===== src/rtl/div_pkg.sv =====
// div_pkg: shared constants and result record for the reciprocal divider collector
package div_pkg;
  localparam int M = 4;
  localparam int SERIES = 5;
  localparam int M_ACTIVE_MIN = 2;
  localparam int DIV_MIN = 2 ** (M_ACTIVE_MIN - 1);
  localparam logic [5:0] DIVIDEND = 6'b11_1111;
  typedef struct packed {
    logic              err;
    logic [SERIES-1:0] merchant;
    logic [M-1:0]      remainder;
  } div_result_t;
endpackage


===== src/rtl/div_result_fifo.sv =====
// div_result_fifo: DEPTH-entry FIFO of div_result_t with registered head and occupancy count
module div_result_fifo
  import div_pkg::*;
#(
  parameter int DEPTH = 4,
  parameter int CW = $clog2(DEPTH + 1)
) (
  input  logic          clk,
  input  logic          rst,
  input  logic          push,
  input  div_result_t   push_data,
  input  logic          ready,
  output logic          valid,
  output div_result_t   head,
  output logic [CW-1:0] count
);
  localparam int AW = $clog2(DEPTH);
  div_result_t mem [DEPTH];
  logic [AW-1:0] wr_ptr, rd_ptr;
  logic pop;
  assign valid = count != '0;
  assign pop = valid && ready;
  assign head = valid ? mem[rd_ptr] : '0;
  always_ff @(posedge clk)
    if (push) mem[wr_ptr] <= push_data;
  always_ff @(posedge clk) begin
    if (rst) begin
      wr_ptr <= '0;
      rd_ptr <= '0;
      count <= '0;
    end else begin
      wr_ptr <= wr_ptr + AW'(push);
      rd_ptr <= rd_ptr + AW'(pop);
      count <= count + CW'(push) - CW'(pop);
    end
  end
endmodule


===== src/rtl/divider_result_collector.sv =====
// divider_result_collector: tracks divider issues, flags illegal divisors, buffers results with credit flow control
module divider_result_collector
  import div_pkg::*;
#(
  parameter int DEPTH = 4,
  localparam int CW = $clog2(DEPTH + 1)
) (
  input  logic              clk,
  input  logic              rst,
  input  logic              in_valid,
  output logic              in_ready,
  input  logic [M-1:0]      in_divisor,
  input  logic [SERIES-1:0] div_merchant,
  input  logic [M-1:0]      div_remainder,
  output logic              out_valid,
  input  logic              out_ready,
  output logic [SERIES-1:0] out_merchant,
  output logic [M-1:0]      out_remainder,
  output logic              out_err,
  output logic [CW-1:0]     inflight
);
  logic [SERIES-1:0] vld_pipe, err_pipe;
  logic [CW-1:0] fifo_count;
  logic issue, capture, tail_err;
  div_result_t push_data, head;
  assign issue = in_valid && in_ready;
  assign capture = vld_pipe[SERIES-1];
  assign tail_err = err_pipe[SERIES-1];
  assign in_ready = ({1'b0, fifo_count} + {1'b0, inflight}) < (CW + 1)'(DEPTH);
  assign push_data = '{
    err: tail_err,
    merchant: tail_err ? '0 : div_merchant,
    remainder: tail_err ? '0 : div_remainder
  };
  assign out_err = head.err;
  assign out_merchant = head.merchant;
  assign out_remainder = head.remainder;
  always_ff @(posedge clk) begin
    if (rst) begin
      vld_pipe <= '0;
      err_pipe <= '0;
      inflight <= '0;
    end else begin
      vld_pipe <= {vld_pipe[SERIES-2:0], issue};
      err_pipe <= {err_pipe[SERIES-2:0], issue && (in_divisor < M'(DIV_MIN))};
      inflight <= inflight + CW'(issue) - CW'(capture);
    end
  end
  div_result_fifo #(.DEPTH(DEPTH), .CW(CW)) u_fifo (
    .clk(clk),
    .rst(rst),
    .push(capture),
    .push_data(push_data),
    .ready(out_ready),
    .valid(out_valid),
    .head(head),
    .count(fifo_count)
  );
endmodule

===== config.mk =====
export PLATFORM = sky130hd
export DESIGN_NAME = divider_result_collector
export DESIGN_NICKNAME = d
export VERILOG_FILES = /design/src/rtl/div_pkg.sv /design/src/rtl/div_result_fifo.sv /design/src/rtl/divider_result_collector.sv
export SDC_FILE = /design/constraint.sdc
export NUM_CORES = 1
export LEC_CHECK = 0
export ABC_AREA = 1
export ABC_CLOCK_PERIOD_IN_PS = 3900
export BUFFER_PORTS_ARGS = -buffer_cell sky130_fd_sc_hd__buf_4
export CAP_MARGIN = 10
export CORE_UTILIZATION = 51
export CTS_BUF_LIST = sky130_fd_sc_hd__clkbuf_4 sky130_fd_sc_hd__clkbuf_8
export DETAILED_ROUTE_END_ITERATION = 10
export HOLD_SLACK_MARGIN = 0.1
export PLACE_DENSITY = 0.67
export SYNTH_ARGS = -nofsm -noshare
export SYNTH_HDL_FRONTEND = slang
export SYNTH_SLANG_ARGS = --single-unit

===== constraint.sdc =====
create_clock -name clk -period 3.9 [get_ports clk]
set_clock_uncertainty 0.15 [all_clocks]
set_input_delay 0.585 -clock clk [delete_from_list [all_inputs] [get_ports clk]]
set_output_delay 0.585 -clock clk [all_outputs]
set_load 0.02 [all_outputs]

==> out/summary.txt <==
Final setup violation count: 0
number of search-and-repair iterations in the first detailed-routing pass: 6
worst setup path class: reg -> out
met3 usage: 0.0617
number of antenna violations at the first check in global routing: 0
total overflow reported by the global router: 0
critical path's largest stage delay: 0.88 ns
post-synthesis instance total: 278
cell type with the highest aggregate area in the netlist: sky130_fd_sc_hd__edfxtp_1
via density per instance: 4.43
CTS clock-pin slew for the worst setup and hold paths: 0.06 ns
number of hold buffers added after CTS: 0
path length in cells of the critical path: 6
GPL Wtd Cong: 0.760
starting density of the core: 0.538
Chip Width: 73.3 µm
number of cells in the design after placement: 371
highest-utilization routing layer at the global route stage: met2
Global Route Usage Sum: 0.184
area of the core: 4820 µm²
RSZ-0062 raised after global routing: false
required time at the endpoint of the critical path: 3.16 ns
Synth Area per Inst: 9.33 µm²
Post-Synthesis Cell Area: 2590 µm²
Final Hold Violating Endpoints: 0
reg-to-reg startpoint: inflight[2]
Die Outline Area: 5380 µm²
min-delay worst type: reg -> reg
number of design rule violations left after detail routing: 0
Max Freq: 0.361 GHz
DR WL/cell: 11.0 µm
number of rows in the core area: 25
met1 track demand over resource: 0.243
TritonCTS clock tree: built
power density over cell area: 649 nW/µm²
clock latency on the worst-skew pair: 0.32 ns
largest buffer count on any clock path: 2
worst-path maximum fanout: 26
instance area at placement: 2890 µm²
Final #Nets: 342
Max H-tree Level: 3
antenna violation net count after detailed routing: 0
# port buffers: 30
worst hold path cell count: 2
nature of the critical path startpoint: register
IR Drop Worst-Case VDD: 0.000377 V
hold worst-path end: vld_pipe[4]
final period demand of the worst path: 2.77 ns
sequence of cells on the critical path: buf_4 > nor2_1 > nor2_1 > nand2_1 > a21oi_1 > buf_4
clock sink total: 60
number of buffers added for setup after CTS: 0
max_cap viols: 0
largest net degree at the start of global routing: 27
number of pins exceeding their max-slew limit in the final report: 0
top-level port count: 32
global routing met2 resource utilization: 0.271
total negative slack for setup checks: 0 ns
share of the cycle needed by the critical path after routing: 0.711
dominant cells by area after synthesis: sky130_fd_sc_hd__edfxtp_1 (46%), sky130_fd_sc_hd__dfxtp_1 (15%), sky130_fd_sc_hd__nor2_1 (10%)
Antenna Diode Count: 0
slowest stage cell on the critical path: sky130_fd_sc_hd__dfxtp_1
Top Family by Delay on Critical Path: flip-flops
FF-to-FF path depth: 14
data arrival time of the critical path: 2.04 ns
first-pass GRT wire length: 6.93 mm
vias in the first global route: 1479
share of final-layout standard cells stronger than drive strength 1: 0.175
HPWL after detailed placement: 2.78 mm
Routed WL: 4.25 mm
count of different cell masters after synthesis: 21
start point of the worst hold path: vld_pipe[3]
Worst R2R Setup Slack: 1.35 ns
number of standard cells in the final layout excluding fillers: 387
slew at the pin closest to its max-slew limit: 0.859 ns
Yosys Warn Count: 0
area share of the leading cell type in the synthesized netlist: 0.463
worst max-slew margin expressed relative to the limit: 0.426
sequential area share after synthesis: 0.617
flop and latch count out of synthesis: 60
cells resized by post-CTS repair: 0
synthesized net count: 305
result of the run: complete, no violations
Critical Path End Type: primary output
Die Y: 73.3 µm
clock buffers created by TritonCTS: 9
vias: 1716
end of the worst register-to-register path: inflight[2]
buffers plus inverters on the worst setup path: 2
leakage power: 1.39 nW
number of violations reported at the end of detailed-routing iteration 0: 108
cell area after layout: 3090 µm²
Clk Tree Root Cell: sky130_fd_sc_hd__clkbuf_8
area growth from synthesis to layout: 19.3%
minimum hold slack: 0.252 ns
worst max-delay path by stage:
stage                           from               to
detailed placement       inflight[2]      inflight[2]
global route        u_fifo.rd_ptr[0]  out_merchant[3]
finish              u_fifo.rd_ptr[0]  out_merchant[3]
floorplan                inflight[2]      inflight[2]
CTS                 u_fifo.rd_ptr[0]  out_merchant[3]
global placement         inflight[2]      inflight[2]
per-layer routing:
layer	share of wire	routed length (µm)
met3	0.029	125
met1	0.50	2110
met4	0.012	50
met5	0	0
met2	0.46	1960
cell usage after synthesis (all sizes together):
cell type / instances
nor2: 70
fa: 2
xnor2: 3
nor3: 5
ha: 8
and2: 1
inv: 58
edfxtp: 40
buf: 9
nand3: 2
nand4: 1
nand2: 45
dfxtp: 20
clkbuf: 1
or3: 1
o21ai: 1
xor2: 1
a21oi: 10
logic make-up (layout without fill, tap and decap cells):
group,count (synthesis),after routing,share of synthesized area
buffers and inverters,68,110,0.105
adder cells (fa/ha/maj),10,10,0.0540
AO/OA/AOI/OAI,11,11,0.0212
AND/OR/NAND/NOR,125,125,0.189
flip-flops,60,60,0.617
XOR/XNOR,4,4,0.0135
layout by cell type, fill, tap and decap left out, types with 4 or more instances in the layout:
| cell | n |
|---|---|
| sky130_fd_sc_hd__a21oi_1 | 10 |
| sky130_fd_sc_hd__buf_4 | 36 |
| sky130_fd_sc_hd__clkbuf_8 | 10 |
| sky130_fd_sc_hd__dfxtp_1 | 20 |
| sky130_fd_sc_hd__edfxtp_1 | 40 |
| sky130_fd_sc_hd__ha_1 | 8 |
| sky130_fd_sc_hd__inv_1 | 55 |
| sky130_fd_sc_hd__nand2_1 | 45 |
| sky130_fd_sc_hd__nor2_1 | 70 |
| sky130_fd_sc_hd__nor3_1 | 4 |
cell type report:
class                           count  area, µm²
Fill cell                         432       1720
Sequential cell                    60       1600
Multi-Input combinational cell    150        721
Timing Repair Buffer               36        270
Inverter                           58        218
Clock buffer                       13        160
Tap cell                           67       83.8
Clock inverter                      3       40.0
worst reg2reg max path, delay by kind of cell, from the launching register on:
family	cells	cell delay [ns]
buf+inv	3	0.16
fa+ha+maj	4	1.10
simple gates	6	0.52
flops	1	0.34
xor+xnor	1	0.18
power by group:
part           switching (mW)  internal [mW]
Clock                   0.219          0.332
Combinational           0.388          0.279
Sequential             0.0736          0.718
Total                   0.681           1.33
flip-flops by register name, indices dropped and copies added, names as in the netlist:
register / flops
u_fifo.mem: 40
err_pipe: 5
vld_pipe: 5
inflight: 3
u_fifo.count: 3
u_fifo.rd_ptr: 2
u_fifo.wr_ptr: 2
stage by stage:
stage	setup slack [ns]	util	total power, mW
2_1_floorplan	1.45	-	1.24
3_3_place_gp	1.43	0.601	1.46
3_5_place_dp	1.36	0.601	1.48
4_1_cts	1.12	0.642	2.03
5_1_grt	0.900	0.642	2.15
6_report	1.13	0.642	2.01
Power figures use the tool's default switching activity.
